===== config.mk =====
export PLATFORM = sky130hd
export DESIGN_NAME = hazard_ctrl_flat
export DESIGN_NICKNAME = d
export VERILOG_FILES = /design/src/rtl/hazard_pkg.sv /design/src/rtl/hazard_ctrl_if.sv /design/src/rtl/hazard_ctrl_fwd_sel.sv /design/src/rtl/hazard_ctrl.sv /design/src/flat_wrapper.sv
export SDC_FILE = /design/constraint.sdc
export NUM_CORES = 1
export LEC_CHECK = 0
export CORE_UTILIZATION = 36
export DETAILED_ROUTE_END_ITERATION = 6
export GPL_TIMING_DRIVEN = 0
export MAX_ROUTING_LAYER = met4
export PLACE_DENSITY = 0.88
export SLEW_MARGIN = 10
export SYNTH_ARGS = -nofsm -noshare
export SYNTH_HDL_FRONTEND = slang
export SYNTH_HIERARCHICAL = 1
export SYNTH_SLANG_ARGS = --single-unit

===== constraint.sdc =====
create_clock -name clk -period 4.4 [get_ports clk]
set_input_delay 0.88 -clock clk [delete_from_list [all_inputs] [get_ports clk]]
set_output_delay 0.88 -clock clk [all_outputs]
set_load 0.1 [all_outputs]

===== src/rtl/hazard_pkg.sv =====
// rtl/hazard_pkg.sv - shared types and encodings for the pipeline hazard controller
package hazard_pkg;

    typedef enum logic [1:0] {
        ST_INIT     = 2'd0,
        ST_RUN      = 2'd1,
        ST_MEM_WAIT = 2'd2
    } hz_state_e;

    localparam logic [1:0] FWD_RF      = 2'b00;
    localparam logic [1:0] FWD_W       = 2'b01;
    localparam logic [1:0] FWD_M       = 2'b10;
    localparam logic [1:0] RESULT_LOAD = 2'b01;

endpackage


===== src/rtl/hazard_ctrl_if.sv =====
// rtl/hazard_ctrl_if.sv - datapath <-> hazard controller signal bundle
interface hazard_if #(
    parameter int CNT_W = 32
);
    logic [4:0]       Rs1D, Rs2D;
    logic [4:0]       Rs1E, Rs2E, RdE;
    logic [1:0]       ResultSrcE;
    logic             PCSrcE;
    logic [4:0]       RdM, RdW;
    logic             RegWriteM, RegWriteW;
    logic             dmem_req, dmem_ready;
    logic             InstrValidW;
    logic [1:0]       ForwardAE, ForwardBE;
    logic             StallF, StallD, StallE, StallM;
    logic             FlushD, FlushE, FlushW;
    logic             mem_err;
    logic [CNT_W-1:0] cycle_cnt, stall_cnt, flush_cnt, retire_cnt;

    modport master (
        output Rs1D, Rs2D, Rs1E, Rs2E, RdE, ResultSrcE, PCSrcE,
               RdM, RdW, RegWriteM, RegWriteW, dmem_req, dmem_ready, InstrValidW,
        input  ForwardAE, ForwardBE, StallF, StallD, StallE, StallM,
               FlushD, FlushE, FlushW, mem_err,
               cycle_cnt, stall_cnt, flush_cnt, retire_cnt
    );

    modport slave (
        input  Rs1D, Rs2D, Rs1E, Rs2E, RdE, ResultSrcE, PCSrcE,
               RdM, RdW, RegWriteM, RegWriteW, dmem_req, dmem_ready, InstrValidW,
        output ForwardAE, ForwardBE, StallF, StallD, StallE, StallM,
               FlushD, FlushE, FlushW, mem_err,
               cycle_cnt, stall_cnt, flush_cnt, retire_cnt
    );
endinterface


===== src/rtl/hazard_ctrl_fwd_sel.sv =====
// rtl/hazard_ctrl_fwd_sel.sv - execute-operand forwarding select, M stage over W stage
module fwd_sel
    import hazard_pkg::*;
(
    input  logic [4:0] RsE,
    input  logic [4:0] RdM,
    input  logic [4:0] RdW,
    input  logic       RegWriteM,
    input  logic       RegWriteW,
    output logic [1:0] sel
);

    always_comb begin
        sel = FWD_RF;
        if (RegWriteM && (RdM != 5'd0) && (RdM == RsE)) begin
            sel = FWD_M;
        end else if (RegWriteW && (RdW != 5'd0) && (RdW == RsE)) begin
            sel = FWD_W;
        end
    end

endmodule


===== src/rtl/hazard_ctrl.sv =====
// rtl/hazard_ctrl.sv - stall/flush/forward control with data-memory wait and timeout
// Optional perf counters enabled by defining HAZARD_PERF_CNT_EN.
module hazard_ctrl
    import hazard_pkg::*;
#(
    parameter int MEM_TIMEOUT = 16,
    parameter int INIT_CYCLES = 2,
    parameter int CNT_W       = 32
) (
    input  logic     clk,
    input  logic     reset,
    hazard_if.slave  hz
);

    hz_state_e  state_q, state_d;
    logic [7:0] cnt_q, cnt_d;
    logic       mem_err_q, mem_err_d;

    logic miss;
    logic lw_stall;
    logic stall_f, stall_d, stall_e, stall_m;
    logic flush_d, flush_e, flush_w;

    assign miss     = hz.dmem_req && !hz.dmem_ready;
    assign lw_stall = (hz.ResultSrcE == RESULT_LOAD) && (hz.RdE != 5'd0) &&
                      ((hz.RdE == hz.Rs1D) || (hz.RdE == hz.Rs2D));

    fwd_sel u_fwd_a (
        .RsE       (hz.Rs1E),
        .RdM       (hz.RdM),
        .RdW       (hz.RdW),
        .RegWriteM (hz.RegWriteM),
        .RegWriteW (hz.RegWriteW),
        .sel       (hz.ForwardAE)
    );

    fwd_sel u_fwd_b (
        .RsE       (hz.Rs2E),
        .RdM       (hz.RdM),
        .RdW       (hz.RdW),
        .RegWriteM (hz.RegWriteM),
        .RegWriteW (hz.RegWriteW),
        .sel       (hz.ForwardBE)
    );

    always_ff @(posedge clk or posedge reset) begin
        if (reset) begin
            state_q   <= ST_INIT;
            cnt_q     <= 8'd0;
            mem_err_q <= 1'b0;
        end else begin
            state_q   <= state_d;
            cnt_q     <= cnt_d;
            mem_err_q <= mem_err_d;
        end
    end

    // cnt_q counts INIT cycles, then is reused as the memory wait counter
    always_comb begin
        state_d   = state_q;
        cnt_d     = cnt_q;
        mem_err_d = 1'b0;
        case (state_q)
            ST_INIT: begin
                if (cnt_q == 8'(INIT_CYCLES - 1)) begin
                    state_d = ST_RUN;
                    cnt_d   = 8'd0;
                end else begin
                    cnt_d = cnt_q + 8'd1;
                end
            end
            ST_RUN: begin
                if (miss) begin
                    state_d = ST_MEM_WAIT;
                    cnt_d   = 8'd1;
                end
            end
            ST_MEM_WAIT: begin
                if (!miss) begin
                    state_d = ST_RUN;
                    cnt_d   = 8'd0;
                end else if (cnt_q == 8'(MEM_TIMEOUT)) begin
                    state_d   = ST_RUN;
                    cnt_d     = 8'd0;
                    mem_err_d = 1'b1;
                end else begin
                    cnt_d = cnt_q + 8'd1;
                end
            end
            default: begin
                state_d = ST_INIT;
                cnt_d   = 8'd0;
            end
        endcase
    end

    always_comb begin
        stall_f = 1'b0;
        stall_d = 1'b0;
        stall_e = 1'b0;
        stall_m = 1'b0;
        flush_d = 1'b0;
        flush_e = 1'b0;
        flush_w = 1'b0;
        case (state_q)
            ST_RUN, ST_MEM_WAIT: begin
                if (miss) begin
                    {stall_f, stall_d, stall_e, stall_m} = 4'b1111;
                    flush_w = 1'b1;
                end else if (state_q == ST_RUN) begin
                    if (hz.PCSrcE) begin
                        flush_d = 1'b1;
                        flush_e = 1'b1;
                    end else if (lw_stall) begin
                        stall_f = 1'b1;
                        stall_d = 1'b1;
                        flush_e = 1'b1;
                    end
                end
            end
            default: begin
                stall_f = 1'b1;
                flush_d = 1'b1;
                flush_e = 1'b1;
            end
        endcase
    end

    assign hz.StallF  = stall_f;
    assign hz.StallD  = stall_d;
    assign hz.StallE  = stall_e;
    assign hz.StallM  = stall_m;
    assign hz.FlushD  = flush_d;
    assign hz.FlushE  = flush_e;
    assign hz.FlushW  = flush_w;
    assign hz.mem_err = mem_err_q;

`ifdef HAZARD_PERF_CNT_EN
    logic [CNT_W-1:0] cycle_cnt_q, stall_cnt_q, flush_cnt_q, retire_cnt_q;

    always_ff @(posedge clk or posedge reset) begin
        if (reset) begin
            cycle_cnt_q  <= '0;
            stall_cnt_q  <= '0;
            flush_cnt_q  <= '0;
            retire_cnt_q <= '0;
        end else if (state_q != ST_INIT) begin
            cycle_cnt_q  <= cycle_cnt_q + 1'b1;
            stall_cnt_q  <= stall_cnt_q + CNT_W'(stall_f);
            flush_cnt_q  <= flush_cnt_q + CNT_W'(flush_e);
            retire_cnt_q <= retire_cnt_q + CNT_W'(hz.InstrValidW && !flush_w);
        end
    end

    assign hz.cycle_cnt  = cycle_cnt_q;
    assign hz.stall_cnt  = stall_cnt_q;
    assign hz.flush_cnt  = flush_cnt_q;
    assign hz.retire_cnt = retire_cnt_q;
`else
    logic unused_instr_valid;
    assign unused_instr_valid = hz.InstrValidW;

    assign hz.cycle_cnt  = '0;
    assign hz.stall_cnt  = '0;
    assign hz.flush_cnt  = '0;
    assign hz.retire_cnt = '0;
`endif

endmodule


===== src/flat_wrapper.sv =====
// flat-port wrapper written by rule: the top's interface ports become plain ports
module hazard_ctrl_flat import hazard_pkg::*;
#(
    parameter int MEM_TIMEOUT = 16,
    parameter int INIT_CYCLES = 2,
    parameter int CNT_W       = 32
)
  (clk, reset, hz_Rs1D, hz_Rs2D, hz_Rs1E, hz_Rs2E, hz_RdE, hz_ResultSrcE, hz_PCSrcE, hz_RdM, hz_RdW, hz_RegWriteM, hz_RegWriteW, hz_dmem_req, hz_dmem_ready, hz_InstrValidW, hz_ForwardAE, hz_ForwardBE, hz_StallF, hz_StallD, hz_StallE, hz_StallM, hz_FlushD, hz_FlushE, hz_FlushW, hz_mem_err, hz_cycle_cnt, hz_stall_cnt, hz_flush_cnt, hz_retire_cnt);
  hazard_if #(.CNT_W(CNT_W)) hz_i ();
  input  logic clk;
  input  logic reset;
  input wire logic [$bits(hz_i.Rs1D)-1:0] hz_Rs1D;
  input wire logic [$bits(hz_i.Rs2D)-1:0] hz_Rs2D;
  input wire logic [$bits(hz_i.Rs1E)-1:0] hz_Rs1E;
  input wire logic [$bits(hz_i.Rs2E)-1:0] hz_Rs2E;
  input wire logic [$bits(hz_i.RdE)-1:0] hz_RdE;
  input wire logic [$bits(hz_i.ResultSrcE)-1:0] hz_ResultSrcE;
  input wire logic [$bits(hz_i.PCSrcE)-1:0] hz_PCSrcE;
  input wire logic [$bits(hz_i.RdM)-1:0] hz_RdM;
  input wire logic [$bits(hz_i.RdW)-1:0] hz_RdW;
  input wire logic [$bits(hz_i.RegWriteM)-1:0] hz_RegWriteM;
  input wire logic [$bits(hz_i.RegWriteW)-1:0] hz_RegWriteW;
  input wire logic [$bits(hz_i.dmem_req)-1:0] hz_dmem_req;
  input wire logic [$bits(hz_i.dmem_ready)-1:0] hz_dmem_ready;
  input wire logic [$bits(hz_i.InstrValidW)-1:0] hz_InstrValidW;
  output wire logic [$bits(hz_i.ForwardAE)-1:0] hz_ForwardAE;
  output wire logic [$bits(hz_i.ForwardBE)-1:0] hz_ForwardBE;
  output wire logic [$bits(hz_i.StallF)-1:0] hz_StallF;
  output wire logic [$bits(hz_i.StallD)-1:0] hz_StallD;
  output wire logic [$bits(hz_i.StallE)-1:0] hz_StallE;
  output wire logic [$bits(hz_i.StallM)-1:0] hz_StallM;
  output wire logic [$bits(hz_i.FlushD)-1:0] hz_FlushD;
  output wire logic [$bits(hz_i.FlushE)-1:0] hz_FlushE;
  output wire logic [$bits(hz_i.FlushW)-1:0] hz_FlushW;
  output wire logic [$bits(hz_i.mem_err)-1:0] hz_mem_err;
  output wire logic [$bits(hz_i.cycle_cnt)-1:0] hz_cycle_cnt;
  output wire logic [$bits(hz_i.stall_cnt)-1:0] hz_stall_cnt;
  output wire logic [$bits(hz_i.flush_cnt)-1:0] hz_flush_cnt;
  output wire logic [$bits(hz_i.retire_cnt)-1:0] hz_retire_cnt;
  assign hz_i.Rs1D = hz_Rs1D;
  assign hz_i.Rs2D = hz_Rs2D;
  assign hz_i.Rs1E = hz_Rs1E;
  assign hz_i.Rs2E = hz_Rs2E;
  assign hz_i.RdE = hz_RdE;
  assign hz_i.ResultSrcE = hz_ResultSrcE;
  assign hz_i.PCSrcE = hz_PCSrcE;
  assign hz_i.RdM = hz_RdM;
  assign hz_i.RdW = hz_RdW;
  assign hz_i.RegWriteM = hz_RegWriteM;
  assign hz_i.RegWriteW = hz_RegWriteW;
  assign hz_i.dmem_req = hz_dmem_req;
  assign hz_i.dmem_ready = hz_dmem_ready;
  assign hz_i.InstrValidW = hz_InstrValidW;
  assign hz_ForwardAE = hz_i.ForwardAE;
  assign hz_ForwardBE = hz_i.ForwardBE;
  assign hz_StallF = hz_i.StallF;
  assign hz_StallD = hz_i.StallD;
  assign hz_StallE = hz_i.StallE;
  assign hz_StallM = hz_i.StallM;
  assign hz_FlushD = hz_i.FlushD;
  assign hz_FlushE = hz_i.FlushE;
  assign hz_FlushW = hz_i.FlushW;
  assign hz_mem_err = hz_i.mem_err;
  assign hz_cycle_cnt = hz_i.cycle_cnt;
  assign hz_stall_cnt = hz_i.stall_cnt;
  assign hz_flush_cnt = hz_i.flush_cnt;
  assign hz_retire_cnt = hz_i.retire_cnt;
  hazard_ctrl #(.MEM_TIMEOUT(MEM_TIMEOUT), .INIT_CYCLES(INIT_CYCLES), .CNT_W(CNT_W)) u_core (.clk(clk), .reset(reset), .hz(hz_i));
endmodule

==> metrics <==
Avg Vias per Cell=3.77; Remaining DRCs=0; count of cells resized by post-cts repair=0; setup repair after global routing missed its margin=no; Static Leak=1.86 nW; number of enable-type register cells in the synthesized netlist=0; die outline area=6580 sq um; most used routing layer=met2; asr flop ratio synth=1.00; height of the die=81.1 um; WP data required=3.52 ns; placement row count=28; fraction of final layout cells sized beyond drive strength 1=0.325; drt first pass iters=4; Max Transition Viols Final=0; largest net degree at the start of global routing=12; minimum clock period after layout=4.20 ns; placeable core region=5990 sq um; CTS tree=yes; met3 usage=0.0303; Gate power share=0.834; slew at the pin closest to its max-slew limit=0.999 ns; switching share of power=0.686; final core occ=0.572; register bit count reported by yosys=11; Final Cycle Share=0.956; largest area contributor in the netlist=sky130_fd_sc_hd__buf_4; share of power burned in the clock network=0.071; overall routing resource usage=0.155; x dimension of the die=81.1 um; Max Clock Skew=0.00386 ns; fraction of met2 tracks used by global routing=0.308; Post-Synthesis Cells=279; I/O pin cnt=185; area post-placement=3380 sq um; final weighted congestion of routability-driven global placement=0.866; status=completed; class of the tightest hold or removal check=flip-flop to flip-flop; antenna cell count=0; Layout Area Growth over Synthesis=51.9%; Port Buffer Count=55; worst skew pair latency=0.25 ns; total power per unit cell area=437 nW/um^2; post-CTS setup buffer count=0; flip-flop cell with the highest count after synthesis=sky130_fd_sc_hd__dfrtp_1; maximum capacitance violations=0; share of synthesized area occupied by flip-flops and latches=0.122; hold-fix buffers at CTS=0; type of origin of the critical path=primary input; data arrival time of the critical path=3.32 ns; worst slew margin relative to its limit=0.332; global-route wire length before repair=7670 um; Post-Syn Area=2250 sq um; number of buffers inserted during clock tree synthesis=3; sum of routed wire length over all layers=5140 um; clk root buf=sky130_fd_sc_hd__clkbuf_8; nets=519; maximum clock rate=0.238 GHz; antenna violations before repair=0; per-instance average area after synthesis=8.08 sq um; post-layout total power=1.50 mW; Internal Power=0.470 mW; final count of hold timing violations=0; total setup violations reported at the end of the flow=0; worst-path fanout max=4; H-tree depth=1; dominant cells by area after synthesis=sky130_fd_sc_hd__buf_4, sky130_fd_sc_hd__dfrtp_1, sky130_fd_sc_hd__xor2_1; Congestion Overflow GR=0; setup total negative slack=0 ns; critical path start-end classification=primary input to primary output; type of element capturing the critical path=primary output; Max Buffers Root-to-Sink=2; met1 track utilization from global routing=0.147; remaining antenna violation count=0; Distinct cells, synth=41; detailed placement HPWL=4580 um; Non-Filler Cell Area, Final=3430 sq um; register clock-pin slew on the reported worst setup and hold paths=0.05 ns; WL per Instance=9.52 um; Starting Density=0.376; fraction of synthesized cell area taken by the top area cell type=0.433; peak supply drop=710 uV; synthesis warning total=6; sequential fraction of design power=0.095; via count of the first global-routing pass=1751; NetSw=1.03 mW; TritonCTS sink count=11; iteration-0 DRC count of the detailed router=18; via total after detailed routing=2034
-- worst max-delay path, stage by stage --
cell	delay [ns]
sky130_fd_sc_hd__clkdlybuf4s50_1	0.52
sky130_fd_sc_hd__o41ai_2	0.43
sky130_fd_sc_hd__a211oi_2	0.14
sky130_fd_sc_hd__nor3_2	0.19
sky130_fd_sc_hd__clkdlybuf4s50_1	1.16
-- cells by family after synthesis --
kind of cell | count (synthesis) | share of synthesized area
adders and majority gates | 8 | 0.0444
DFF | 11 | 0.122
AOI/OAI and AO/OA | 35 | 0.133
buffers and inverters | 142 | 0.454
other | 1 | 0.00166
muxes | 2 | 0.00888
and+or+nand+nor | 51 | 0.123
xor gates and xnor gates | 29 | 0.113
-- sequential cells by signal, indices dropped and copies added, names as in the netlist --
name	count
u_core/state_q	2
u_core/cnt_q	8
u_core/hz.mem_err	1
-- through the flow --
| stage | cells | worst slack, ns | hold slack [ns] |
|---|---|---|---|
| 2_1_floorplan | 406 | 0.462 | 0.511 |
| 3_3_place_gp | 536 | 0.164 | 0.538 |
| 3_5_place_dp | 536 | 0.178 | 0.548 |
| 4_1_cts | 540 | 0.177 | 0.559 |
| 5_1_grt | 540 | 0.0228 | 0.582 |
| 6_report | 540 | 0.195 | 0.554 |
-- synthesized netlist by cell type (2+ instances only) --
master / instances
sky130_fd_sc_hd__nor3_1: 7
sky130_fd_sc_hd__buf_2: 2
sky130_fd_sc_hd__nor4_1: 2
sky130_fd_sc_hd__nand3_1: 7
sky130_fd_sc_hd__nor3_2: 3
sky130_fd_sc_hd__a211oi_1: 2
sky130_fd_sc_hd__inv_1: 10
sky130_fd_sc_hd__mux2i_1: 2
sky130_fd_sc_hd__nand3b_1: 2
sky130_fd_sc_hd__a211oi_2: 3
sky130_fd_sc_hd__o21ai_1: 2
sky130_fd_sc_hd__xor2_1: 16
sky130_fd_sc_hd__nand2_1: 15
sky130_fd_sc_hd__ha_1: 8
sky130_fd_sc_hd__nor2_1: 7
sky130_fd_sc_hd__dfrtp_1: 11
sky130_fd_sc_hd__buf_4: 130
sky130_fd_sc_hd__o41ai_2: 2
sky130_fd_sc_hd__o2111ai_1: 2
sky130_fd_sc_hd__xnor2_1: 13
sky130_fd_sc_hd__nand2b_1: 3
sky130_fd_sc_hd__a21oi_1: 10
sky130_fd_sc_hd__o211ai_1: 2
-- power groups by stage --
stage	combinational [mW]	sequential (mW)	clock (mW)
final	1.25	0.142	0.107
after global routing	1.30	0.145	0.117
after CTS	1.24	0.142	0.110
after detailed placement	1.24	0.144	0
after global placement	1.23	0.142	0
after floorplan	1.07	0.140	0
-- path summary, 6_finish.rpt --
kind	cells after the start	slack (ns)	startpoint	endpoint
max	5	0.20	hz_RdM[0]	hz_ForwardAE[0]
min	1	0.55	u_core/cnt_q[0]	u_core/cnt_q[0]
max reg2reg	6	2.62	u_core/cnt_q[1]	u_core/cnt_q[6]
min reg2reg	1	0.55	u_core/cnt_q[0]	u_core/cnt_q[0]
max in group asynchronous	2	3.17	reset	u_core/state_q[1]
min in group asynchronous	2	0.93	reset	u_core/cnt_q[4]
-- per-layer routing --
layer  vias up  routed length [um]
li1       1035                   -
met1       890                1720
met2       105                2910
met3         4                 457
met4         0                  48
met5         -                   0
-- cell type report --
class                           instances  area [sq um]
Clock buffer                            4          45.0
Tap cell                               75          93.8
Sequential cell                        11           275
Buffer                                132           986
Multi-Input combinational cell        253          1440
Fill cell                             549          2560
Inverter                               10          37.5
Timing Repair Buffer                   55           551
-- cells in the final DEF (no fill, tap or decap), types with 3 or more instances in the layout --
master                              n
sky130_fd_sc_hd__a211oi_2           3
sky130_fd_sc_hd__a21oi_1           10
sky130_fd_sc_hd__buf_4            130
sky130_fd_sc_hd__clkbuf_8           3
sky130_fd_sc_hd__clkdlybuf4s50_1   55
sky130_fd_sc_hd__conb_1           128
sky130_fd_sc_hd__dfrtp_1           11
sky130_fd_sc_hd__ha_1               8
sky130_fd_sc_hd__inv_1             10
sky130_fd_sc_hd__nand2_1           15
sky130_fd_sc_hd__nand2b_1           3
sky130_fd_sc_hd__nand3_1            7
sky130_fd_sc_hd__nor2_1             7
sky130_fd_sc_hd__nor3_1             7
sky130_fd_sc_hd__nor3_2             3
sky130_fd_sc_hd__xnor2_1           13
sky130_fd_sc_hd__xor2_1            16
Note: power is estimated with default switching activity, not from simulation.
